[src/rtl/beam_window_ctrl.sv]
// Beamformer sequencer: PDM mic clock and sample strobes, window framing with accumulator clear/latch, and steering decision with threshold and hysteresis.
// Optional window/switch statistics outputs are compiled in with `define BEAM_STATS_EN.
module beam_window_ctrl #(
  parameter int HALF_DIV     = 16,
  parameter int SAMPLE_DLY   = 2,
  parameter int WINDOW_SIZE  = 256,
  parameter int HOLD_WINDOWS = 2
) (
  input  logic               s_clk,
  input  logic               n_rst,
  input  logic               enable,
  input  logic [2:0]         energy_idx,
  input  logic signed [31:0] energy_max,
  input  logic signed [31:0] thresh,
  output logic               mic_clk,
  output logic               sample_l,
  output logic               sample_r,
  output logic               acc_clear,
  output logic               win_done,
  output logic [2:0]         best_angle,
  output logic               best_valid,
  output logic               angle_changed,
  output logic               busy
`ifdef BEAM_STATS_EN
  ,
  output logic [15:0]        win_count,
  output logic [15:0]        switch_count
`endif
);

  localparam int DIV_W = $clog2(HALF_DIV);
  localparam int PER_W = $clog2(WINDOW_SIZE);
  localparam logic [DIV_W-1:0] DIV_LAST = DIV_W'(HALF_DIV - 1);
  localparam logic [DIV_W-1:0] DIV_SMP  = DIV_W'(SAMPLE_DLY);
  localparam logic [PER_W-1:0] PER_LAST = PER_W'(WINDOW_SIZE - 1);
  localparam logic [3:0]       HOLD     = 4'(HOLD_WINDOWS);

  typedef enum logic [1:0] {IDLE, WARMUP, RUN} state_t;

  state_t           state;
  logic [DIV_W-1:0] div_cnt, div_nxt;
  logic [PER_W-1:0] per_cnt, per_nxt;
  logic             mic_nxt, rose, rose_nxt, tog, fall, boundary, run;
  logic [2:0]       cand;
  logic [3:0]       cand_cnt, cnt_inc, cnt_new;
  logic             below, same_best, adopt, decide;

  // Divider and window counters advance only while running; leaving RUN/WARMUP zeroes them.
  always_comb begin
    run      = (state != IDLE) && enable;
    div_nxt  = '0;
    mic_nxt  = 1'b0;
    tog      = 1'b0;
    if (run) begin
      if (div_cnt == DIV_LAST) begin
        mic_nxt = ~mic_clk;
        tog     = 1'b1;
      end else begin
        div_nxt = div_cnt + 1'b1;
        mic_nxt = mic_clk;
      end
    end
    fall     = tog && mic_clk;
    rose_nxt = run && (rose || (tog && !mic_clk));
    boundary = fall && (per_cnt == PER_LAST);
    per_nxt  = '0;
    if (run)
      per_nxt = boundary ? '0 : (fall ? per_cnt + 1'b1 : per_cnt);
  end

  always_comb begin
    below     = energy_max < thresh;
    same_best = best_valid && (energy_idx == best_angle);
    cnt_inc   = (cand_cnt == 4'd15) ? 4'd15 : cand_cnt + 4'd1;
    cnt_new   = ((cand_cnt != 4'd0) && (energy_idx == cand)) ? cnt_inc : 4'd1;
    adopt     = (cnt_new == HOLD);
    decide    = win_done && enable;
  end

  always_ff @(posedge s_clk) begin
    if (!n_rst) begin
      state         <= IDLE;
      div_cnt       <= '0;
      per_cnt       <= '0;
      mic_clk       <= 1'b0;
      rose          <= 1'b0;
      sample_l      <= 1'b0;
      sample_r      <= 1'b0;
      acc_clear     <= 1'b0;
      win_done      <= 1'b0;
      best_angle    <= '0;
      best_valid    <= 1'b0;
      angle_changed <= 1'b0;
      busy          <= 1'b0;
      cand          <= '0;
      cand_cnt      <= '0;
    end else begin
      div_cnt       <= div_nxt;
      per_cnt       <= per_nxt;
      mic_clk       <= mic_nxt;
      rose          <= rose_nxt;
      sample_l      <= mic_nxt && (div_nxt == DIV_SMP);
      sample_r      <= !mic_nxt && (div_nxt == DIV_SMP) && rose_nxt;
      acc_clear     <= boundary;
      win_done      <= boundary && (state == RUN);
      angle_changed <= 1'b0;
      // Every state stays active while enable is high, so busy simply follows it.
      busy          <= enable;

      case (state)
        IDLE:    if (enable) state <= WARMUP;
        WARMUP:  if (!enable) state <= IDLE;
                 else if (boundary) state <= RUN;
        RUN:     if (!enable) state <= IDLE;
        default: state <= IDLE;
      endcase

      if (!enable) begin
        cand_cnt <= '0;
      end else if (decide) begin
        if (below || same_best) begin
          cand_cnt <= '0;
        end else begin
          cand <= energy_idx;
          if (adopt) begin
            best_angle    <= energy_idx;
            best_valid    <= 1'b1;
            angle_changed <= 1'b1;
            cand_cnt      <= '0;
          end else begin
            cand_cnt <= cnt_new;
          end
        end
      end
    end
  end

`ifdef BEAM_STATS_EN
  always_ff @(posedge s_clk) begin
    if (!n_rst) begin
      win_count    <= '0;
      switch_count <= '0;
    end else begin
      if (boundary && (state == RUN))
        win_count <= win_count + 16'd1;
      if (decide && !below && !same_best && adopt)
        switch_count <= switch_count + 16'd1;
    end
  end
`endif

endmodule

[config.mk]
export PLATFORM = sky130hd
export DESIGN_NAME = beam_window_ctrl
export DESIGN_NICKNAME = d
export VERILOG_FILES = /design/src/rtl/beam_window_ctrl.sv
export SDC_FILE = /design/constraint.sdc
export NUM_CORES = 1
export LEC_CHECK = 0
export CAP_MARGIN = 20
export CORE_MARGIN = 2
export CORE_UTILIZATION = 45
export CTS_CLUSTER_DIAMETER = 150
export DETAILED_ROUTE_END_ITERATION = 6
export PLACE_DENSITY_LB_ADDON = 0.05
export SKIP_CTS_REPAIR_TIMING = 1
export SYNTH_ARGS = -nofsm -noshare
export SYNTH_HDL_FRONTEND = slang
export SYNTH_SLANG_ARGS = --single-unit
[constraint.sdc]
create_clock -name s_clk -period 3.78 [get_ports s_clk]
set_input_delay 0.756 -clock s_clk [delete_from_list [all_inputs] [get_ports s_clk]]
set_output_delay 0.756 -clock s_clk [all_outputs]
set_load 0.01 [all_outputs]
==> flow_summary.json, run 1 <==
{
  "ios": 81,
  "reg2reg_depth": 9,
  "reg2reg_from": "cand_cnt[0]",
  "worst_pin_slew_ps": 678.7,
  "drive_gt1_frac": 0.04789,
  "postSynthNetCount": 377,
  "htreeDepth": 2,
  "final_cells": 422,
  "finClkSkew_ps": 2.992,
  "max_freq_mhz": 302.9,
  "slew-limit-headroom": 0.5445,
  "synth-warning-count": 0,
  "drt_iter0_markers": 77,
  "die_h_um": 74.92,
  "ys_seq_elements": 33,
  "synth_area_per_cell_um2": 8.321,
  "critPathKind": "in2reg",
  "reg2reg_slack_ps": 1300,
  "clockRootBuffer": "clkbuf_8",
  "dr.pass1.iters": 4,
  "initial_utilization": 0.4729,
  "ant_nets": 0,
  "p_leak_nw": 1.385,
  "synthArstFlopShare": 0,
  "hp-class": "reg2reg",
  "yosysSeqAreaShare": 0.2919,
  "layout-area-overhead-vs-synth_pct": 42.84,
  "syn_inst": 272,
  "timing.setup.tns_ps": 0,
  "netlist_area_mm2": 0.002263,
  "setup_violations": 0,
  "coreArea_mm2": 0.004786,
  "hold_ws_ps": 472.5,
  "finalCriticalPeriod_ps": 3301,
  "grt_max_degree": 11,
  "nNetsFinal": 460,
  "p_per_area_mw_per_mm2": 256.9,
  "design_area_mm2": 0.003233,
  "synth_edf_count": 0,
  "globalRoute.totalOverflow": 0,
  "placed_area_mm2": 0.003129,
  "hold_violations": 0,
  "ys_types": 46,
  "critPathCapture": "cand_cnt[3]",
  "vias": 2097,
  "clock-sinks": 33,
  "track_usage": 0.1911,
  "antenna_found_initial": 0,
  "vdd_drop_max_uv": 238.3,
  "wl_per_cell_um": 11.53,
  "reg2reg_to": "best_angle[1]",
  "cp.required_ps": 3980,
  "end_kind": "flop",
  "cts_made_buffers": 5,
  "place.gp.congestion": 0.7527,
  "drc": 0,
  "grt_pass1_wl_mm": 8.217,
  "cts_buffer_depth": 2,
  "viasPerCell": 4.969,
  "status": "finished, final reports clean",
  "drv_cap": 0,
  "cp-start-kind": "input pin",
  "clk_pin_slew_ps": 60,
  "synth-main-ff-cell": "dfxtp_1",
  "rsz0062_at_grt": "false",
  "portBuffers": 80,
  "fin_crit_sh": 0.8733,
  "diodes": 0,
  "dpl.hpwl_mm": 4.054,
  "place_inst": 415,
  "maxSlewViolCount": 0,
  "crit_start": "thresh[17]",
  "grt_pass1_vias": 1950,
  "wirelength_mm": 4.866,
  "design.die.area_mm2": 0.005613,
  "clock_latency_ps": 280,
  "rows": 25,
  "die_w_um": 74.92,
  "cp_max_fo": 5,
  "cts_tree": "yes",
  "critPathArrivalTime_ps": 3500
}
worst min path at each step:
stage                 start  endpoint  slack (ps)  cells past startpoint
global placement    cand[2]   cand[2]         450                      2
global route        cand[0]   cand[0]         490                      2
floorplan              rose      rose         440                      2
finish              cand[0]   cand[0]         470                      2
CTS                 cand[0]   cand[0]         470                      2
detailed placement  cand[0]   cand[0]         460                      2
flip-flops by register name, summed over array words and instances (netlist names), 2 cells and up:
name and flops:
cand_cnt 4, div_cnt 4, cand 3, best_angle 3, state 2, per_cnt 8
cells in the final DEF, fill, tap and decap left out, drive strengths merged, types with 2 or more instances in the layout:
cell type       n
clkdlybuf4s50  80
inv            42
ha             35
dfxtp          33
nor2           32
nand2          21
a21oi          12
xnor2           9
mux2i           8
xor2            8
nand3           8
nand4           7
nor3            7
o21ai           7
clkbuf          5
and3            4
a21o            3
a211oi          3
nand2b          2
o21a            2
and4            2
a31oi           2
nor4            2
a2111oi         2
mux2            2
cells by family after synthesis:
group | Yosys count | share of synthesized area
xor gates and xnor gates | 17 | 0.06579
DFF | 33 | 0.2919
muxes | 10 | 0.04699
buffers and inverters | 46 | 0.07794
AOI/OAI and AO/OA | 40 | 0.1282
adders and majority gates | 35 | 0.1935
and+or+nand+nor | 91 | 0.1957
synthesized netlist by cell type (all sizes together) (4+ instances only):
library cell   n  area share
a21oi         12       0.032
and3           4       0.011
dfxtp         33        0.29
ha            35        0.19
inv           42       0.070
mux2i          8       0.035
nand2         21       0.035
nand3          8       0.020
nand4          7       0.019
nor2          32       0.054
nor3           7       0.015
o21ai          7       0.015
xnor2          9       0.035
xor2           8       0.031
worst max-delay path: stages:
cell	delay, ps
clkdlybuf4s50_1	450
inv_1	40
ha_1	280
a21oi_1	150
o21ai_1	90
a221o_1	350
a2111o_1	450
a21oi_4	180
mux2i_1	380
a41oi_1	160
a211oi_1	210
metrics by stage:
stage	setup WS, ps	util	power (mW)
final	479.0	0.6756	0.8304
after global routing	241.4	0.6756	0.8819
after CTS	484.2	0.6756	0.8414
after detailed placement	189.2	0.6539	0.5261
after global placement	220.9	0.6539	0.5231
after floorplan	845.7	-	0.4336
final cells by class:
type,instances,area [µm²]
Clock buffer,5,68.82
Clock inverter,2,35.03
Fill cell,413,1553
Inverter,42,157.7
Multi-Input combinational cell,193,1426
Sequential cell,33,660.6
Tap cell,67,83.83
Timing Repair Buffer,80,800.8
layer usage:
metal | track usage | up-vias | routed length [µm]
met1 | 0.2179 | 941 | 2158
met4 | 0.05754 | 0 | 95
met2 | 0.3470 | 45 | 2410
met3 | 0.05087 | 10 | 201
met5 | 0 | - | 0
li1 | - | 1101 | -
report_power, final:
group / internal, mW / switching [mW]
combinational: 0.103 / 0.0633
clock: 0.191 / 0.122
sequential: 0.349 / 0.00123
No activity file was read; power rests on OpenSTA's default activity.
==> run 2, diff against run 1 <==
--- a/config.mk
+++ b/config.mk
@@ -5,11 +5,13 @@
 export SDC_FILE = /design/constraint.sdc
 export NUM_CORES = 1
 export LEC_CHECK = 0
+export ABC_CLOCK_PERIOD_IN_PS = 3780
 export CAP_MARGIN = 20
 export CORE_MARGIN = 2
 export CORE_UTILIZATION = 45
 export CTS_CLUSTER_DIAMETER = 150
 export DETAILED_ROUTE_END_ITERATION = 6
+export MAX_ROUTING_LAYER = met4
 export PLACE_DENSITY_LB_ADDON = 0.05
 export SKIP_CTS_REPAIR_TIMING = 1
 export SYNTH_ARGS = -nofsm -noshare
==> flow_summary.json, run 2 (same netlist as run 1, synthesis figures left out) <==
{
  "finalCriticalPeriod_ps": 3314,
  "drv_cap": 0,
  "largest_register_ffs": 8,
  "seq_power_share": 0.421,
  "layout-area-overhead-vs-synth_pct": 42.84,
  "setup_violations": 0,
  "htreeDepth": 2,
  "dpl.hpwl_mm": 4.054,
  "viasPerCell": 4.948,
  "initial_utilization": 0.4729,
  "slew-limit-headroom": 0.5445,
  "cp-start-kind": "input pin",
  "rows": 25,
  "critPathArrivalTime_ps": 3520,
  "grt_pass1_wl_mm": 8.224,
  "fillers": 413,
  "max_freq_mhz": 301.7,
  "wl_per_cell_um": 11.56,
  "drive_gt1_frac": 0.04789,
  "dr.pass1.iters": 4,
  "antenna_found_initial": 0,
  "place.gp.congestion": 0.7624,
  "rsz0062_at_grt": "false",
  "end_kind": "flop",
  "grt_pass1_vias": 1951,
  "p_per_area_mw_per_mm2": 257.2,
  "hold_violations": 0,
  "cp_max_fo": 5,
  "diodes": 0,
  "maxSlewViolCount": 0,
  "clock-sinks": 33,
  "clock_latency_ps": 280,
  "vdd_drop_max_uv": 238.9,
  "vias": 2088,
  "layout_common_cells": "clkdlybuf4s50_1 (80), inv_1 (42), ha_1 (35), dfxtp_1 (33), nor2_1 (31)",
  "ios": 81,
  "drt_iter0_markers": 72,
  "worst_pin_slew_ps": 678.7,
  "layout_commonest_cell": "clkdlybuf4s50_1",
  "cts_tree": "yes",
  "grt_max_degree": 11,
  "die_h_um": 74.92,
  "swShare": 0.2258,
  "status": "finished, final reports clean",
  "wirelength_mm": 4.880,
  "design.die.area_mm2": 0.005613,
  "cp.required_ps": 3980,
  "power_mw": 0.8314,
  "p_comb_frac": 0.200,
  "fin_crit_sh": 0.8767,
  "timing.setup.tns_ps": 0,
  "nNetsFinal": 460,
  "clockRootBuffer": "clkbuf_8",
  "clk_pin_slew_ps": 60,
  "p_leak_nw": 1.385,
  "coreArea_mm2": 0.004786,
  "p_sw_mw": 0.1878,
  "internal-power_mw": 0.6437,
  "cts_made_buffers": 5,
  "reg.largest.list": "per_cnt x8, cand_cnt x4, div_cnt x4",
  "top_register": "per_cnt",
  "critPathKind": "in2reg",
  "power_frac_clock": 0.378,
  "track_usage": 0.1970,
  "ant_nets": 0,
  "drc": 0,
  "globalRoute.totalOverflow": 0,
  "hp-class": "reg2reg",
  "cts_buffer_depth": 2,
  "portBuffers": 80,
  "die_w_um": 74.92,
  "finClkSkew_ps": 3.304
}
==> run 2: layer usage <==
layer	routed length [µm]	part of all wire	global-route usage
met5	0	0	-
met4	91	0.019	0.05754
met3	204	0.042	0.05087
met2	2419	0.50	0.3470
met1	2165	0.44	0.2179
==> run 2: worst max-delay path: stages <==
cell and delay (ps):
clkdlybuf4s50_1 450, inv_1 40, ha_1 280, a21oi_1 150, o21ai_1 90, a221o_1 350, a2111o_1 450, a21oi_4 180
mux2i_1 400, a41oi_1 170, a211oi_1 210
==> run 2: final timing paths <==
kind / from / end / slack (ps) / depth (start not counted)
min reg2reg: cand[0] / cand[0] / 470 / 2
min: cand[0] / cand[0] / 470 / 2
max: thresh[17] / cand_cnt[3] / 470 / 11
max reg2reg: cand_cnt[0] / best_angle[1] / 1300 / 9
==> run 2: layout make-up <==
class | instances | area [µm²] | share of cell area
Multi-Input combinational cell | 193 | 1426 | 0.4412
Timing Repair Buffer | 80 | 800.8 | 0.2477
Sequential cell | 33 | 660.6 | 0.2043
Inverter | 42 | 157.7 | 0.04876
Tap cell | 67 | 83.83 | 0.02593
Clock buffer | 5 | 68.82 | 0.02128
Clock inverter | 2 | 35.03 | 0.01084
==> run 2: power by group through the flow <==
stage / logic (mW) / clock network [mW] / registers, mW
after floorplan: 0.0754 / 0 / 0.358
after global placement: 0.165 / 0 / 0.358
after detailed placement: 0.168 / 0 / 0.358
after CTS: 0.169 / 0.322 / 0.350
after global routing: 0.189 / 0.343 / 0.350
final: 0.167 / 0.314 / 0.350
==> run 2: through the flow <==
| stage | cell area [µm²] | setup slack [ps] | cells | util | hold slack (ps) |
|---|---|---|---|---|---|
| after floorplan | 2263 | 845.7 | 272 | - | 440.7 |
| after detailed placement | 3129 | 189.2 | 415 | 0.6539 | 462.8 |
| after CTS | 3233 | 484.2 | 422 | 0.6756 | 474.2 |
| final | 3233 | 465.9 | 422 | 0.6756 | 472.2 |
| after global placement | 3129 | 220.9 | 415 | 0.6539 | 454.5 |
| after global routing | 3233 | 241.4 | 422 | 0.6756 | 494.0 |
==> run 3, diff against run 2 <==
--- a/config.mk
+++ b/config.mk
@@ -5,7 +5,7 @@
 export SDC_FILE = /design/constraint.sdc
 export NUM_CORES = 1
 export LEC_CHECK = 0
-export ABC_CLOCK_PERIOD_IN_PS = 3780
+export ABC_CLOCK_PERIOD_IN_PS = 3500
 export CAP_MARGIN = 20
 export CORE_MARGIN = 2
 export CORE_UTILIZATION = 45
==> constraint.sdc (replaced) <==
create_clock -name s_clk -period 3.5 [get_ports s_clk]
set_input_delay 0.7 -clock s_clk [delete_from_list [all_inputs] [get_ports s_clk]]
set_output_delay 0.7 -clock s_clk [all_outputs]
set_load 0.01 [all_outputs]
==> flow_summary.json, run 3 (same netlist as run 1, synthesis figures left out) <==
{
  "wl_per_cell_um": 11.46,
  "end_kind": "flop",
  "die_w_um": 74.92,
  "ant_nets": 0,
  "seq_area_um2": 660.6,
  "clock_latency_ps": 280,
  "hold_violations": 0,
  "rsz0062_at_grt": "false",
  "layout_commonest_cell": "clkdlybuf4s50_1",
  "htreeDepth": 2,
  "dpl.hpwl_mm": 4.088,
  "drt_iter0_markers": 43,
  "finalCriticalPeriod_ps": 3154,
  "fin_util": 0.6735,
  "grt_pass1_vias": 1894,
  "vdd_drop_max_uv": 318.8,
  "setup_violations": 0,
  "drv_cap": 0,
  "slew-limit-headroom": 0.5324,
  "cp_max_fo": 5,
  "coreArea_mm2": 0.004786,
  "maxSlewViolCount": 0,
  "grt_max_degree": 12,
  "design.die.area_mm2": 0.005613,
  "drive_gt1_frac": 0.05322,
  "p_leak_nw": 1.380,
  "drc": 0,
  "dr.pass1.iters": 5,
  "multi_input_area_mm2": 0.001426,
  "place.gp.congestion": 0.7690,
  "clk_pin_slew_ps": 70,
  "power_mw": 0.8364,
  "globalRoute.totalOverflow": 0,
  "nNetsFinal": 461,
  "initial_utilization": 0.4729,
  "hp-class": "reg2reg",
  "max_freq_mhz": 317.1,
  "critPathArrivalTime_ps": 3360,
  "layout_common_cells": "clkdlybuf4s50_1 (80), inv_1 (42), ha_1 (35), dfxtp_1 (33), nor2_1 (31)",
  "cts_made_buffers": 5,
  "hold_ws_ps": 473.4,
  "critPathKind": "in2reg",
  "reg.largest.list": "per_cnt x8, cand_cnt x4, div_cnt x4",
  "cts_tree": "yes",
  "cts_buffer_depth": 2,
  "wirelength_mm": 4.857,
  "fin_crit_sh": 0.9011,
  "dp_slack_ps": 41.46,
  "status": "finished, final reports clean",
  "antenna_found_initial": 0,
  "portBuffers": 80,
  "place_inst": 416,
  "cp-start-kind": "input pin",
  "vias": 2060,
  "clock-sinks": 33,
  "viasPerCell": 4.858,
  "layout-area-overhead-vs-synth_pct": 42.40,
  "diodes": 0,
  "track_usage": 0.1887,
  "top_register": "per_cnt",
  "clockRootBuffer": "clkbuf_8",
  "timing.setup.tns_ps": 0,
  "placed_area_mm2": 0.003137,
  "p_per_area_mw_per_mm2": 259.5,
  "grt_pass1_wl_mm": 7.893,
  "largest_register_ffs": 8,
  "final_cells": 424,
  "cp.required_ps": 3700,
  "worst_pin_slew_ps": 696.7,
  "fin_ws_ps": 346.1,
  "die_h_um": 74.92,
  "rows": 25,
  "fillers": 410,
  "finClkSkew_ps": 3.403,
  "design_area_mm2": 0.003223,
  "ios": 81
}
run 3: cell types whose count changed in the layout (fill, tap and decap cells not counted), sizes merged:
| cell | delta |
|---|---|
| buf | +1 |
| clkinvlp | +1 |
| bufinv | -1 |
| clkinv | +1 |
run 3: metal layers:
metal  wire length, µm  part of all wire  GRT usage
met5                 0                 0          -
met4                87             0.018    0.07738
met3               254             0.052    0.04016
met2              2363              0.49     0.3168
met1              2151              0.44     0.2181
run 3: where the power goes:
part           switching, mW  total, mW  internal [mW]
clock                  0.141      0.278          0.137
combinational         0.0685      0.180          0.112
sequential           0.00123      0.378          0.377
total                  0.211      0.836          0.626
run 3: area by class of cell:
| class | instances | area share |
|---|---|---|
| Clock buffer | 5 | 0.02135 |
| Clock inverter | 3 | 0.005435 |
| Inverter | 42 | 0.04891 |
| Multi-Input combinational cell | 193 | 0.4425 |
| Sequential cell | 33 | 0.2050 |
| Tap cell | 67 | 0.02601 |
| Timing Repair Buffer | 81 | 0.2508 |
run 3: worst paths after layout:
check	start	to	slack, ps	depth (start not counted)
min reg2reg	cand[2]	cand[2]	470	2
max reg2reg	cand_cnt[0]	best_angle[0]	990	9
max	thresh[17]	cand_cnt[3]	350	12
min	cand[2]	cand[2]	470	2
run 3: worst max-delay path: stages:
cell and delay [ps]:
clkdlybuf4s50_1 450, inv_1 40, ha_1 280, a21oi_1 150
o21ai_1 80, a221o_1 350, a2111o_1 440, a21oi_4 180
mux2i_1 200, buf_4 150, a41oi_1 110, a211oi_1 210
